--- config.mk ---
export PLATFORM = sky130hd
export DESIGN_NAME = press_classifier_flat
export DESIGN_NICKNAME = d
export VERILOG_FILES = /design/src/rtl/press_classifier_if.sv /design/src/rtl/press_classifier.sv /design/src/flat_wrapper.sv
export SDC_FILE = /design/constraint.sdc
export NUM_CORES = 1
export LEC_CHECK = 0
export ABC_AREA = 1
export BUFFER_PORTS_ARGS = -buffer_cell sky130_fd_sc_hd__buf_2
export CORE_ASPECT_RATIO = 0.75
export CORE_MARGIN = 2
export CORE_UTILIZATION = 40
export CTS_BUF_LIST = sky130_fd_sc_hd__clkbuf_4 sky130_fd_sc_hd__clkbuf_8
export DETAILED_ROUTE_END_ITERATION = 7
export HOLD_SLACK_MARGIN = 0.03
export PLACE_DENSITY = 0.66
export SKIP_LAST_GASP = 1
export SYNTH_ARGS = -nofsm -noshare
export SYNTH_HDL_FRONTEND = slang
export SYNTH_SLANG_ARGS = --single-unit
--- constraint.sdc ---
create_clock -name clk -period 2.8 [get_ports clk]
set_input_delay 0 -clock clk [delete_from_list [all_inputs] [get_ports clk]]
set_output_delay 0 -clock clk [all_outputs]
set_load 0.01 [all_outputs]
--- src/rtl/press_classifier_if.sv ---
// rtl/press_classifier_if.sv - button level in, gesture events out
// Purpose: bundles the debounced button level and the gesture event outputs.
// Signals:
//   button_in    debounced button level, 1 = pressed
//   pressed      1-cycle pulse on each 0->1 edge
//   released     1-cycle pulse on each 1->0 edge
//   short_press  1-cycle pulse, single press with no second press in the gap
//   double_press 1-cycle pulse, second press began within the gap
//   long_press   1-cycle pulse, first press held long enough
//   repeat_press 1-cycle pulse, periodic while long-held
//   long_held    level, high while the long hold is in progress
// Modports: master drives button_in and observes events; slave is the classifier.
interface press_classifier_if;
  logic button_in;
  logic pressed;
  logic released;
  logic short_press;
  logic double_press;
  logic long_press;
  logic repeat_press;
  logic long_held;

  modport master (
    output button_in,
    input  pressed, released, short_press, double_press,
    input  long_press, repeat_press, long_held
  );

  modport slave (
    input  button_in,
    output pressed, released, short_press, double_press,
    output long_press, repeat_press, long_held
  );
endinterface

--- src/rtl/press_classifier.sv ---
// rtl/press_classifier.sv - turns a debounced button level into gesture pulses
// Purpose: edge pulses plus short/double/long/repeat gesture detection, all
// outputs registered.
// Ports:
//   clk    system clock
//   reset  asynchronous active-high reset
//   bus    press_classifier_if.slave (button_in in, event pulses/levels out)
module press_classifier #(
  parameter int LONG_CYCLES   = 50000000,
  parameter int GAP_CYCLES    = 25000000,
  parameter int REPEAT_CYCLES = 10000000,
  parameter int CNT_W         = 26
) (
  input  logic               clk,
  input  logic               reset,
  press_classifier_if.slave  bus
);

  typedef enum logic [2:0] {
    IDLE,
    PRESS1,
    WAIT_GAP,
    PRESS2,
    LONG_HELD
  } state_t;

  localparam logic [CNT_W-1:0] LONG_LAST   = CNT_W'(LONG_CYCLES - 1);
  localparam logic [CNT_W-1:0] GAP_LAST    = CNT_W'(GAP_CYCLES - 1);
  localparam logic [CNT_W-1:0] REPEAT_LAST =
    (REPEAT_CYCLES == 0) ? '0 : CNT_W'(REPEAT_CYCLES - 1);
  localparam logic [CNT_W-1:0] CNT_ONE     = CNT_W'(1);

  state_t           state_q, state_d;
  logic [CNT_W-1:0] cnt_q, cnt_d;
  logic             btn_q;
  logic             rise, fall;

  logic short_d, double_d, long_d, repeat_d;

  logic pressed_q, released_q, short_q, double_q, long_q, repeat_q, held_q;

  assign rise = bus.button_in & ~btn_q;
  assign fall = ~bus.button_in & btn_q;

  // Next-state and gesture decode. The counter restarts on every state change
  // so each state measures time since it was entered.
  always_comb begin
    state_d  = state_q;
    cnt_d    = cnt_q;
    short_d  = 1'b0;
    double_d = 1'b0;
    long_d   = 1'b0;
    repeat_d = 1'b0;
    case (state_q)
      IDLE: begin
        if (rise) begin
          state_d = PRESS1;
          cnt_d   = '0;
        end
      end
      PRESS1: begin
        if (fall) begin
          state_d = WAIT_GAP;
          cnt_d   = '0;
        end else if (cnt_q == LONG_LAST) begin
          long_d  = 1'b1;
          state_d = LONG_HELD;
          cnt_d   = '0;
        end else begin
          cnt_d = cnt_q + CNT_ONE;
        end
      end
      WAIT_GAP: begin
        // A rise on the expiry edge still counts as a double press.
        if (rise) begin
          double_d = 1'b1;
          state_d  = PRESS2;
          cnt_d    = '0;
        end else if (cnt_q == GAP_LAST) begin
          short_d = 1'b1;
          state_d = IDLE;
          cnt_d   = '0;
        end else begin
          cnt_d = cnt_q + CNT_ONE;
        end
      end
      PRESS2: begin
        if (fall) begin
          state_d = IDLE;
          cnt_d   = '0;
        end
      end
      LONG_HELD: begin
        // Release beats a coincident repeat expiry.
        if (fall) begin
          state_d = IDLE;
          cnt_d   = '0;
        end else if (REPEAT_CYCLES != 0) begin
          if (cnt_q == REPEAT_LAST) begin
            repeat_d = 1'b1;
            cnt_d    = '0;
          end else begin
            cnt_d = cnt_q + CNT_ONE;
          end
        end
      end
      default: begin
        state_d = IDLE;
        cnt_d   = '0;
      end
    endcase
  end

  // btn_q resets to 1 so a button held through reset is not seen as a press.
  always_ff @(posedge clk or posedge reset) begin
    if (reset) begin
      state_q    <= IDLE;
      cnt_q      <= '0;
      btn_q      <= 1'b1;
      pressed_q  <= 1'b0;
      released_q <= 1'b0;
      short_q    <= 1'b0;
      double_q   <= 1'b0;
      long_q     <= 1'b0;
      repeat_q   <= 1'b0;
      held_q     <= 1'b0;
    end else begin
      state_q    <= state_d;
      cnt_q      <= cnt_d;
      btn_q      <= bus.button_in;
      pressed_q  <= rise;
      released_q <= fall;
      short_q    <= short_d;
      double_q   <= double_d;
      long_q     <= long_d;
      repeat_q   <= repeat_d;
      held_q     <= (state_d == LONG_HELD);
    end
  end

  assign bus.pressed      = pressed_q;
  assign bus.released     = released_q;
  assign bus.short_press  = short_q;
  assign bus.double_press = double_q;
  assign bus.long_press   = long_q;
  assign bus.repeat_press = repeat_q;
  assign bus.long_held    = held_q;

endmodule

--- src/flat_wrapper.sv ---
// flat-port wrapper written by rule: the top's interface ports become plain ports
module press_classifier_flat 
#(
  parameter int LONG_CYCLES   = 50000000,
  parameter int GAP_CYCLES    = 25000000,
  parameter int REPEAT_CYCLES = 10000000,
  parameter int CNT_W         = 26
)
  (clk, reset, bus_button_in, bus_pressed, bus_released, bus_short_press, bus_double_press, bus_long_press, bus_repeat_press, bus_long_held);
  press_classifier_if bus_i ();
  input  logic clk;
  input  logic reset;
  input wire logic [$bits(bus_i.button_in)-1:0] bus_button_in;
  output wire logic [$bits(bus_i.pressed)-1:0] bus_pressed;
  output wire logic [$bits(bus_i.released)-1:0] bus_released;
  output wire logic [$bits(bus_i.short_press)-1:0] bus_short_press;
  output wire logic [$bits(bus_i.double_press)-1:0] bus_double_press;
  output wire logic [$bits(bus_i.long_press)-1:0] bus_long_press;
  output wire logic [$bits(bus_i.repeat_press)-1:0] bus_repeat_press;
  output wire logic [$bits(bus_i.long_held)-1:0] bus_long_held;
  assign bus_i.button_in = bus_button_in;
  assign bus_pressed = bus_i.pressed;
  assign bus_released = bus_i.released;
  assign bus_short_press = bus_i.short_press;
  assign bus_double_press = bus_i.double_press;
  assign bus_long_press = bus_i.long_press;
  assign bus_repeat_press = bus_i.repeat_press;
  assign bus_long_held = bus_i.long_held;
  press_classifier #(.LONG_CYCLES(LONG_CYCLES), .GAP_CYCLES(GAP_CYCLES), .REPEAT_CYCLES(REPEAT_CYCLES), .CNT_W(CNT_W)) u_core (.clk(clk), .reset(reset), .bus(bus_i));
endmodule
==> results.py <==
metrics = {
    "clocking": {
        "clock-sinks": 37,
        "numCtsBuffers": 5,
        "cts_max_path_buffers": 2,
        "clk_latency_ns": 0.30,
        "cts_resized": 0,
        "cts_setup_buffers": 0,
        "hold_buffers": 2,
        "root_buffer": "clkbuf_8",
        "cts_max_level": 2,
        "cts_tree": "built",
        "cts.clk_slew.worst_paths_ns": 0.08,
    },
    "critical_path": {
        "cp_num_buf_inv": 2,
        "crit_chain": "inv_1 > nor2_4 > nor2_1 > a21oi_2 > buf_4 > nand3_1 > nor2_1 > xnor2_1 > nor2_1",
        "cpLargestDelayFamily": "simple AND/OR/NAND/NOR gates",
        "slowest_delay_ns": 0.53,
        "timing.rr.end": "u_core.cnt_q[21]",
        "path_class": "flip-flop to flip-flop",
        "crit_fanout": 9,
        "reg2reg_depth": 9,
        "regToRegStartpoint": "u_core.btn_q",
        "crit_end": "u_core.cnt_q[21]",
        "crit_path_start_kind": "flip-flop",
        "end_kind": "flip-flop",
        "crit_top_cell": "nor2_1",
        "slowest_stage": "dfstp_2",
        "worstPathRequired_ns": 2.98,
        "r2r_slack_ns": 0.77,
        "startpoint": "u_core.btn_q",
        "cp_num_cells": 9,
        "arrival_ns": 2.21,
    },
    "pwr": {
        "p_switching_uw": 530.8,
        "p_int_uw": 962.7,
        "clkPwrFrac_pct": 33.1,
        "powerDensity_nw_per_um2": 608.4,
        "max-vdd-ir-drop_mv": 0.3163,
        "swShare_pct": 35.54,
        "p_leak_nw": 1.077,
        "combPwrFrac_pct": 26.5,
        "seqPwrFrac_pct": 40.4,
    },
    "global_routing": {
        "grt_usage_pct": 18.29,
        "antenna_found_initial": 0,
        "grt_start_max_net_pins": 22,
        "grt_pass1_vias": 1770,
        "gr-total-overflow": 0,
        "grt_pass1_wl_microns": 8714,
    },
    "cells_and_area": {
        "layoutNonFillerInstCount": 387,
        "insertedDiodeCount": 0,
        "multiInputGateArea_sq_um": 1114,
        "area_growth_pct": 11.10,
        "nNetsFinal": 315,
        "register_area_sq_um": 927.1,
        "n_fill_cell": 538,
        "drive_gt1_share_pct": 12.50,
        "postLayoutCellArea_sq_um": 2455,
    },
    "sta": {
        "hold_viol": 0,
        "finalSetupTns_ns": 0,
        "postLayoutSetupSlackWorst_ns": 0.7691,
        "worstMarginPinSlew_ns": 0.6618,
        "fin_skew_ns": 0.006755,
        "final.period_utilization_pct": 72.53,
        "final_max_slew_viol_count": 0,
        "rsz0062_at_grt": "false",
        "setup_viol_count_final": 0,
        "max_slew_margin_pct": 55.83,
        "hold_slack_ns": 0.3314,
        "max_freq_mhz": 492.4,
        "finalCriticalPeriod_ns": 2.031,
    },
    "synthesis": {
        "syn_nets": 301,
        "synth_top_family_by_area": "simple AND/OR/NAND/NOR gates",
        "async_flop_share_pct": 100.0,
        "ys_ff_latch": 37,
        "synthXorXnorAreaFrac_pct": 7.135,
        "netlist.area_leader.share_pct": 40.77,
        "yosysSeqAreaShare_pct": 41.96,
        "synth_most_common_cell": "nor2_1",
        "synth_fa_ha_area_share_pct": 0.5663,
        "synthesis.area_sq_um": 2210,
        "synthTopCellsByCount": "nor2_1 (64), nand2_1 (63), dfrtp_1 (36)",
        "synth_simple_gate_area_share_pct": 39.35,
        "synth_ff_type": "dfrtp_1",
        "synth_cells": 297,
        "synth_cell_types": 30,
        "synth-compound-area-share_pct": 3.341,
        "syn_avg_cell_area_sq_um": 7.440,
        "muxShareOfSynthArea_pct": 0,
        "synth_top_area_cell": "dfrtp_1",
        "ys_warn_count": 0,
        "synth_area_leaders": "dfrtp_1 (41%), nor2_1 (11%), nand2_1 (11%)",
        "synth_edf_count": 0,
    },
    "floorplanning": {
        "rows": 23,
        "boundaryPins": 10,
        "coreArea_sq_um": 5324,
        "initial_core_util_pct": 41.50,
        "die_h_microns": 68.37,
        "die_x_microns": 89.82,
        "dieArea_sq_um": 6141,
    },
    "routing": {
        "viasPerCell": 4.990,
        "drc": 0,
        "drtIter0Drc": 153,
        "route.vias.total": 1931,
        "dr.pass1.iters": 5,
        "wl_microns": 5054,
        "ant_nets": 0,
        "wire_per_inst_microns": 13.06,
    },
    "place": {
        "dp_cells": 377,
        "pre_cts_ws_ns": 0.7745,
        "port_buffers": 9,
        "place_area_sq_um": 2315,
        "hpwl_microns": 3810,
        "place_congestion": 0.9099,
    },
    "status": {
        "status": "finished clean",
    },
    "run": {
        "cap_violations": 0,
    },
    "hold_path": {
        "hold_path.class": "input port to asynchronous set/reset pin",
    },
}
[flip-flops by register name, summed over array words and instances (netlist names)]
register                 flops
u_core.bus.short_press       1
u_core.bus.long_held         1
u_core.bus.pressed           1
u_core.state_q               3
u_core.bus.long_press        1
u_core.cnt_q                26
u_core.btn_q                 1
u_core.bus.repeat_press      1
u_core.bus.double_press      1
u_core.bus.released          1
[cell families (layout without fill, tap and decap cells)]
family | after synthesis | in the layout
adder cells (fa/ha/maj) | 1 | 1
AO/OA/AOI/OAI | 11 | 11
XOR/XNOR | 18 | 18
flip-flops | 37 | 37
AND/OR/NAND/NOR | 192 | 192
buffers and inverters | 38 | 53
[power by group through the flow]
| stage | Sequential (mW) | Clock [mW] | Combinational, mW |
|---|---|---|---|
| finish | 0.603 | 0.494 | 0.396 |
| CTS | 0.604 | 0.503 | 0.402 |
| detailed placement | 0.614 | 0 | 0.399 |
| global route | 0.610 | 0.528 | 0.450 |
| global placement | 0.613 | 0 | 0.394 |
| floorplan | 0.609 | 0 | 0.358 |
[per-stage QoR]
stage	util (%)	power [mW]
6_report	46.11	1.494
5_1_grt	46.11	1.588
4_1_cts	46.11	1.509
3_5_place_dp	43.48	1.013
3_3_place_gp	43.48	1.007
2_1_floorplan	-	0.9671
[cell type report]
cell class,count,area share [%]
clock buffers,6,3.364
clock inverters,2,1.529
inverters,32,4.893
multi-input cells,222,45.36
flip-flops and latches,37,37.77
well taps,75,3.823
repair buffers,13,3.262
[worst min-delay path by stage]
stage | startpoint | endpoint | slack, ns | cells after the start
after CTS | reset | u_core.state_q[0] | 0.36 | 3
final | reset | u_core.bus.short_press | 0.33 | 3
after detailed placement | reset | u_core.bus.short_press | 0.13 | 2
after global routing | bus_button_in | u_core.btn_q | 0.39 | 2
after global placement | reset | u_core.bus.pressed | 0.12 | 2
after floorplan | bus_button_in | u_core.btn_q | 0.004 | 0
[cells in the final DEF (no fill, tap or decap), types with 2 or more instances in the layout]
cell type       n
inv_1          30
nor2_2          3
xnor2_1         5
o22ai_1         2
nor3_1         18
clkbuf_8        6
nor2_1         64
nand4_1         9
nand3b_1        3
or2_2           3
xor2_1         13
nand4_2         2
buf_2           9
nand3_1        20
dlygate4sd3_1   2
nor2_4          2
nand2_1        63
dfrtp_1        36
inv_2           2
o21ai_0         3
nand2_2         3
buf_4           2
[metal layers]
metal | wire (microns) | up-vias | share of wire (%) | global-route usage (%)
li1 | - | 976 | - | -
met2 | 1959 | 54 | 39 | 26.42
met3 | 302 | 10 | 6.0 | 4.295
met5 | 0 | - | 0 | 0
met1 | 2712 | 891 | 54 | 26.80
met4 | 80 | 0 | 1.6 | 6.538
[worst register-to-register path, delay by kind of cell (launching register included)]
kind                   cells  cell delay, ns
flip-flops                 1            0.53
buffers and inverters      2            0.32
AND/OR/NAND/NOR            5            0.62
XOR/XNOR                   1            0.13
AO/OA/AOI/OAI              1            0.32
Note: power is estimated with default switching activity, not from simulation.
